[src/rtl/dino_motion_ctrl.sv]
// Dino sprite motion: turns jump/duck buttons into sprite y position and
// animation frame, advancing once per video frame on the end-of-screen pulse.
module dino_motion_ctrl #(
   parameter int GROUND_Y = 275,
   parameter int JUMP_V   = 15,
   parameter int GRAVITY  = 1,
   parameter int ANIM_DIV = 6,
   parameter int Y_WIDTH  = 10,
   parameter int V_WIDTH  = 8
) (
   input  logic               clk,
   input  logic               reset,
   input  logic               frame_end,
   input  logic               up,
   input  logic               down,
   input  logic               freeze,
   output logic [Y_WIDTH-1:0] dino_y,
   output logic [1:0]         sprite_frame,
   output logic               airborne,
   output logic               ducking,
   output logic [1:0]         dbg_state
);

   localparam logic [1:0] S_RUN  = 2'd0;
   localparam logic [1:0] S_JUMP = 2'd1;
   localparam logic [1:0] S_DUCK = 2'd2;

   localparam int S_W = V_WIDTH + Y_WIDTH + 1;
   localparam int A_W = (ANIM_DIV > 1) ? $clog2(ANIM_DIV) : 1;

   localparam logic signed [S_W-1:0]     GROUND_S  = S_W'(GROUND_Y);
   localparam logic [Y_WIDTH-1:0]        GROUND_YV = Y_WIDTH'(GROUND_Y);
   localparam logic signed [V_WIDTH-1:0] JUMP_VV   = V_WIDTH'(JUMP_V);
   localparam logic signed [V_WIDTH-1:0] G_NORM    = V_WIDTH'(GRAVITY);
   localparam logic signed [V_WIDTH-1:0] G_FAST    = V_WIDTH'(2 * GRAVITY);
   localparam logic [A_W-1:0]            ANIM_LAST = A_W'(ANIM_DIV - 1);

   logic [1:0]                state, state_n;
   logic signed [V_WIDTH-1:0] vel, vel_n;
   logic [Y_WIDTH-1:0]        dino_y_n;
   logic [A_W-1:0]            anim_cnt, anim_cnt_n;
   logic [1:0]                sprite_frame_n;
   logic                      airborne_n, ducking_n;
   logic                      jump_armed, jump_armed_n;
   logic                      frame_end_d;
   logic                      tick, step;

   logic signed [S_W-1:0]     y_ext, v_ext, ny;
   logic signed [V_WIDTH-1:0] g;
   logic                      landing;

   // One step per rising edge of frame_end, however long the pulse lasts.
   assign tick = frame_end & ~frame_end_d;
   assign step = tick & ~freeze;

   assign y_ext   = $signed({{(V_WIDTH + 1){1'b0}}, dino_y});
   assign v_ext   = $signed({{(Y_WIDTH + 1){vel[V_WIDTH-1]}}, vel});
   assign ny      = y_ext - v_ext;
   assign g       = down ? G_FAST : G_NORM;
   assign landing = vel[V_WIDTH-1] && (ny >= GROUND_S);

   assign dbg_state = state;

   always_comb begin
      state_n        = state;
      vel_n          = vel;
      dino_y_n       = dino_y;
      anim_cnt_n     = anim_cnt;
      sprite_frame_n = sprite_frame;
      airborne_n     = airborne;
      ducking_n      = ducking;
      jump_armed_n   = jump_armed;

      // Re-arm happens on any tick with the button up; takeoff needs up=1,
      // so the two never collide.
      if (!up) begin
         jump_armed_n = 1'b1;
      end

      case (state)
         S_RUN: begin
            if (up && jump_armed) begin
               state_n        = S_JUMP;
               vel_n          = JUMP_VV;
               airborne_n     = 1'b1;
               jump_armed_n   = 1'b0;
               anim_cnt_n     = '0;
               sprite_frame_n = 2'd0;
            end else if (down) begin
               state_n        = S_DUCK;
               ducking_n      = 1'b1;
               anim_cnt_n     = '0;
               sprite_frame_n = 2'd2;
            end else if (anim_cnt == ANIM_LAST) begin
               anim_cnt_n     = '0;
               sprite_frame_n = {1'b0, ~sprite_frame[0]};
            end else begin
               anim_cnt_n = anim_cnt + 1'b1;
            end
         end

         S_JUMP: begin
            sprite_frame_n = 2'd0;
            if (landing) begin
               dino_y_n   = GROUND_YV;
               vel_n      = '0;
               airborne_n = 1'b0;
               anim_cnt_n = '0;
               if (down) begin
                  state_n        = S_DUCK;
                  ducking_n      = 1'b1;
                  sprite_frame_n = 2'd2;
               end else begin
                  state_n = S_RUN;
               end
            end else begin
               // Clamp at the top of the screen rather than wrapping.
               dino_y_n = ny[S_W-1] ? '0 : ny[Y_WIDTH-1:0];
               vel_n    = vel - g;
            end
         end

         S_DUCK: begin
            sprite_frame_n = 2'd2;
            if (!down) begin
               state_n        = S_RUN;
               ducking_n      = 1'b0;
               anim_cnt_n     = '0;
               sprite_frame_n = 2'd0;
            end
         end

         default: begin
            state_n        = S_RUN;
            vel_n          = '0;
            dino_y_n       = GROUND_YV;
            anim_cnt_n     = '0;
            sprite_frame_n = 2'd0;
            airborne_n     = 1'b0;
            ducking_n      = 1'b0;
         end
      endcase
   end

   always_ff @(posedge clk or negedge reset) begin
      if (!reset) begin
         frame_end_d <= 1'b0;
      end else begin
         frame_end_d <= frame_end;
      end
   end

   always_ff @(posedge clk or negedge reset) begin
      if (!reset) begin
         state        <= S_RUN;
         vel          <= '0;
         dino_y       <= GROUND_YV;
         anim_cnt     <= '0;
         sprite_frame <= 2'd0;
         airborne     <= 1'b0;
         ducking      <= 1'b0;
         jump_armed   <= 1'b1;
      end else if (step) begin
         state        <= state_n;
         vel          <= vel_n;
         dino_y       <= dino_y_n;
         anim_cnt     <= anim_cnt_n;
         sprite_frame <= sprite_frame_n;
         airborne     <= airborne_n;
         ducking      <= ducking_n;
         jump_armed   <= jump_armed_n;
      end
   end

endmodule

[config.mk]
export PLATFORM = sky130hd
export DESIGN_NAME = dino_motion_ctrl
export DESIGN_NICKNAME = d
export VERILOG_FILES = /design/src/rtl/dino_motion_ctrl.sv
export SDC_FILE = /design/constraint.sdc
export NUM_CORES = 1
export LEC_CHECK = 0
export ABC_AREA = 1
export BUFFER_PORTS_ARGS = -buffer_cell sky130_fd_sc_hd__buf_2
export CORE_MARGIN = 8
export CORE_UTILIZATION = 54
export CTS_BUF_LIST = sky130_fd_sc_hd__clkbuf_2 sky130_fd_sc_hd__clkbuf_4 sky130_fd_sc_hd__clkbuf_8
export DETAILED_ROUTE_END_ITERATION = 16
export PLACE_DENSITY = 0.86
export SLEW_MARGIN = 0
export SYNTH_ARGS = -nofsm -noshare
export SYNTH_HDL_FRONTEND = slang
export SYNTH_SLANG_ARGS = --single-unit
export TNS_END_PERCENT = 5
[constraint.sdc]
create_clock -name clk -period 5.7 [get_ports clk]
set_clock_uncertainty 0.05 [all_clocks]
set_input_delay 1.425 -clock clk [delete_from_list [all_inputs] [get_ports clk]]
set_output_delay 1.425 -clock clk [all_outputs]
set_load 0.05 [all_outputs]
# == Word-level counts from Yosys, hierarchy flattened ==
# Index checks and enable logic that the tools add are counted.
# W data, S select, Z words.
# classes
shifts,0
n_addsub,3
mul,0
n_div,0
order_cmp,1
muxes,35
bitwise,7
eq_ne,9
n_reduce_logical,11
# op_table
op,n
$pmux W8 S3,1
$mux W10,2
$mux W2,10
$pmux W10 S2,1
$mux W8,2
$mux W3,5
$ge A12 B10 Y1 const B,1
$pmux W2 S3,2
$reduce_and A4 Y1,3
$sub A11 B8 Y12,1
$mux W1,9
$pmux W3 S3,1
$ne A2 B2 Y1 const B,4
$sub A8 B3 Y8,1
$pmux W1 S3,2
$reduce_and A3 Y1,2
$not A1 Y1,5
$ne A4 B4 Y1 const B,1
$reduce_and A2 Y1,2
$add A3 B1 Y3 const B,1
$eq A3 B3 Y1 const B,1
$ne A3 B3 Y1 const B,1
$and A1 B1 Y1,2
$eq A2 B1 Y1 const B,1
other kinds (4),5
# totals
input_bits,6
mem_bits_rw,0
latch_bits,0
out_inout_bits,16
memories,0
regBits,29
romBits,0

# == Longest topological paths before layout ==
# logic_depth
word_depth,5
depth_mapped,19

# == Worst setup path after synthesis ==
# Ideal clock, no wire load.
# synth_path
kind,input-to-reg
start,in down
end,reg vel[6]
t_required_ns,5.530
arrival_ns,2.791
setup_slack_ns,2.739
setup_ns,0.120
cell_stages,9
path_cell_list,inv_1 ha_1 inv_1 fa_1 nor3_1 nand2_1 nor3_1 xor2_1 nor2_2
# synth_between
elab_chain_len,4
# synth_rtl
item,line_no,rtl
from (decl),15,"input logic down,"
$mux W2,59,assign g = down ? G_FAST : G_NORM;
$sub A8 B3 Y8,119,vel_n = vel - g;
$mux W8,104,if (landing) begin
$pmux W8 S3,80,case (state)
to (signal assigned),165,vel <= vel_n;
to (decl),39,"logic signed [V_WIDTH-1:0] vel, vel_n;"
# Every way passes these cells.
# A chain may end at the register's enable or synchronous reset.

# == Worst setup path in the final report ==
# Ends and elaborated chain as after synthesis.

==> impl_metrics.prom <==
# TYPE chip_impl_metric gauge
chip_impl_metric{name="cts_resized",unit=""} 0
chip_impl_metric{name="dpl_worst_slack",unit="ns"} 2.46
chip_impl_metric{name="finalSetupTns",unit="ns"} 0
chip_impl_metric{name="synth.ff_latch_count",unit=""} 29
chip_impl_metric{name="number_of_buffers_inserted_to_repair_setup_after_cts",unit=""} 0
chip_impl_metric{name="finalCriticalPeriod",unit="ns"} 2.92
chip_impl_metric{name="timing.final.hold_violations",unit=""} 0
chip_impl_info{name="reg2reg_to",value="dino_y[2]"} 1
chip_impl_info{name="worstHoldPathType",value="flip-flop to flip-flop"} 1
chip_impl_metric{name="synthArstFlopShare",unit=""} 1.00
chip_impl_info{name="synth_top_cells_by_area",value="sky130_fd_sc_hd__dfrtp_1 28%, sky130_fd_sc_hd__nand2_1 18%, sky130_fd_sc_hd__inv_1 8.8%"} 1
chip_impl_metric{name="dp.final_hpwl",unit="um"} 3620
chip_impl_metric{name="cts.hold.buffers_added",unit=""} 0
chip_impl_metric{name="clock_transition_at_the_register_clock_pins_on_the_worst_setup_and_hold_paths_after_cts",unit="ns"} 0.06
chip_impl_metric{name="initial_core_utilization",unit=""} 0.548
chip_impl_metric{name="timing.reg2reg.setup_slack",unit="ns"} 3.04
chip_impl_info{name="critical_path.reg2reg.startpoint",value="dino_y[0]"} 1
chip_impl_metric{name="fp.dieArea",unit="um^2"} 6240
chip_impl_info{name="rsz0062_at_grt",value="no"} 1
chip_impl_metric{name="worst-endpoint-required",unit="ns"} 5.83
chip_impl_info{name="sort_of_element_at_the_start_of_the_critical_path",value="primary input"} 1
chip_impl_metric{name="htree_num_levels",unit=""} 2
chip_impl_metric{name="fin_hold_ws",unit="ns"} 0.452
chip_impl_metric{name="cts-root-to-sink-buffers",unit=""} 2
chip_impl_metric{name="drt_pass1_iterations",unit=""} 4
chip_impl_metric{name="via_count_of_the_first_global_routing_pass",unit=""} 1925
chip_impl_metric{name="grt_first_pass_wirelength",unit="um"} 8050
chip_impl_info{name="path_class",value="primary input to flip-flop"} 1
chip_impl_metric{name="synth_enable_flop_cells",unit=""} 0
chip_impl_metric{name="syn_std_cell_area",unit="um^2"} 2140
chip_impl_metric{name="die_w",unit="um"} 79.0
chip_impl_metric{name="synth.yosys.seq_area_share",unit=""} 0.341
chip_impl_metric{name="remaining_drc_errors",unit=""} 0
chip_impl_metric{name="buffer_ports.inserted",unit=""} 21
chip_impl_info{name="postSynth.topFlopCell",value="sky130_fd_sc_hd__dfrtp_1"} 1
chip_impl_metric{name="post_synthesis_cells",unit=""} 303
chip_impl_info{name="cts-root-buf",value="sky130_fd_sc_hd__clkbuf_8"} 1
chip_impl_metric{name="cts_made_buffers",unit=""} 5
chip_impl_info{name="timing.hold.worst.start",value="ducking"} 1
chip_impl_info{name="capturing_element_type_of_the_critical_path",value="flip-flop"} 1
chip_impl_metric{name="timing.slew.headroom",unit=""} 0.561
chip_impl_info{name="synth.most_common_cell",value="sky130_fd_sc_hd__nand2_1"} 1
chip_impl_metric{name="groute.usage.overall",unit=""} 0.159
chip_impl_metric{name="drive_above_1_share",unit=""} 0.169
chip_impl_metric{name="synthesized_area_per_cell",unit="um^2"} 7.08
chip_impl_info{name="outcome",value="finished clean"} 1
chip_impl_metric{name="drv_cap",unit=""} 0
chip_impl_metric{name="drt.antenna.violating_nets",unit=""} 0
chip_impl_metric{name="wirelength",unit="um"} 4510
chip_impl_metric{name="grt_start_max_net_pins",unit=""} 30
chip_impl_metric{name="finalSetupViolations",unit=""} 0
chip_impl_info{name="synth.largest_area_cell",value="sky130_fd_sc_hd__dfrtp_1"} 1
chip_impl_metric{name="synth_largest_type_area_fraction",unit=""} 0.280
chip_impl_metric{name="min_path_cells",unit=""} 2
chip_impl_metric{name="max_clock_freq",unit="MHz"} 342
chip_impl_metric{name="synth.net_count",unit=""} 324
chip_impl_metric{name="boundaryPins",unit=""} 22
chip_impl_metric{name="path_max_fanout",unit=""} 6
chip_impl_metric{name="gp_routability_congestion",unit=""} 0.847
chip_impl_metric{name="clk-insertion-delay-late",unit="ns"} 0.29
chip_impl_metric{name="cts.sinks",unit=""} 29
chip_impl_metric{name="drt_iter0_drc",unit=""} 107
chip_impl_metric{name="core_rows",unit=""} 23
chip_impl_info{name="timing.hold.worst_endpoint",value="ducking"} 1
chip_impl_metric{name="layout.nets",unit=""} 352
chip_impl_info{name="post_synth_most_frequent_cells",value="104 x sky130_fd_sc_hd__nand2_1, 50 x sky130_fd_sc_hd__inv_1, 24 x sky130_fd_sc_hd__dfrtp_1"} 1
chip_impl_metric{name="ff2ff_path_depth",unit=""} 17
chip_impl_info{name="tritoncts_clock_tree",value="done"} 1
chip_impl_metric{name="floorplan.die.height",unit="um"} 79.0
chip_impl_metric{name="post_synth_num_cell_types",unit=""} 30
chip_impl_metric{name="cp_data_arrival_time",unit="ns"} 3.05
chip_impl_metric{name="area_growth_syn_to_layout",unit="%"} 12.5
chip_impl_metric{name="slew_at_the_pin_closest_to_its_max_slew_limit",unit="ns"} 0.659
chip_impl_metric{name="route.detailed.vias_per_inst",unit=""} 5.09
chip_impl_metric{name="design.core.area",unit="um^2"} 3910
chip_impl_metric{name="post_route_fraction_of_the_period_consumed_by_the_critical_path",unit=""} 0.513
chip_impl_metric{name="synth_warnings",unit=""} 0
chip_impl_metric{name="initial_antenna_violation_count",unit=""} 0
chip_impl_metric{name="wl_per_cell",unit="um"} 11.8
chip_impl_metric{name="globalRoute.totalOverflow",unit=""} 0
chip_impl_metric{name="dr_total_vias",unit=""} 1946
chip_impl_metric{name="maxSlewViolCount",unit=""} 0
chip_impl_metric{name="antennaDiodeCount",unit=""} 0
chip_impl_metric{name="postLayoutSetupSlackWorst",unit="ns"} 2.78
critical path, stage by stage:
cell	delay, ns
sky130_fd_sc_hd__buf_2	0.11
sky130_fd_sc_hd__inv_1	0.17
sky130_fd_sc_hd__ha_1	0.18
sky130_fd_sc_hd__inv_1	0.06
sky130_fd_sc_hd__fa_1	0.39
sky130_fd_sc_hd__nor3_1	0.14
sky130_fd_sc_hd__nand2_1	0.10
sky130_fd_sc_hd__nor3_1	0.22
sky130_fd_sc_hd__xor2_1	0.21
sky130_fd_sc_hd__nor2_2	0.05
kinds of logic after synthesis:
family,after synthesis,synth area share
buffers and inverters,54,0.0945
flip-flops,29,0.341
AND/OR/NAND/NOR,172,0.368
AO/OA/AOI/OAI,27,0.0776
XOR/XNOR,6,0.0245
adder cells (fa/ha/maj),15,0.0945
state kept, by name, summed over array words and instances, names as in the netlist:
name,count
frame_end_d,1
vel,8
jump_armed,1
dbg_state,2
dino_y,10
airborne,1
anim_cnt,3
ducking,1
sprite_frame,2
worst max path at each step:
stage,startpoint,to,slack [ns],depth (start not counted)
after floorplan,down,vel[6],2.74,9
after detailed placement,down,vel[6],2.46,10
after global placement,down,vel[6],2.55,10
final,down,vel[6],2.78,10
after CTS,down,vel[6],2.77,10
after global routing,down,vel[6],2.57,10
stage by stage:
step                      utilization  cell area [um^2]  cells
after global placement          0.591              2310    374
after global routing            0.617              2410    382
after detailed placement        0.591              2310    374
final                           0.617              2410    382
after CTS                       0.617              2410    382
after floorplan                     -              2140    303
cell type report:
cell class                 count  area [um^2]
fill                         355         1500
multi-input combinational    220         1210
sequential                    29          732
inverter                      54          203
timing repair buffer          21          105
clock buffer                   7         96.3
tap                           50         62.6
clock inverter                 1         5.00
per-layer routing:
layer | global-route usage | vias to the layer above | share of wire
met4 | 0.0556 | 0 | 0.014
li1 | - | 1010 | -
met1 | 0.178 | 902 | 0.45
met3 | 0.0384 | 6 | 0.041
met5 | 0 | - | 0
met2 | 0.288 | 28 | 0.50
layout by cell type, fill, tap and decap left out, types with 5 or more instances in the layout:
master / instances
sky130_fd_sc_hd__o211ai_1: 5
sky130_fd_sc_hd__xor2_1: 5
sky130_fd_sc_hd__clkbuf_8: 7
sky130_fd_sc_hd__dfrtp_1: 24
sky130_fd_sc_hd__o21ai_0: 6
sky130_fd_sc_hd__nand3_1: 18
sky130_fd_sc_hd__buf_2: 21
sky130_fd_sc_hd__a21oi_1: 7
sky130_fd_sc_hd__nand4_1: 5
sky130_fd_sc_hd__nor3_1: 7
sky130_fd_sc_hd__ha_1: 13
sky130_fd_sc_hd__nor2_1: 19
sky130_fd_sc_hd__nand2_1: 104
sky130_fd_sc_hd__nand2_2: 8
sky130_fd_sc_hd__inv_1: 50
sky130_fd_sc_hd__dfstp_2: 5
Power is left out: the tool's default activity adds up to more than one toggle a clock period on the data nets, which glitch-free logic cannot reach.
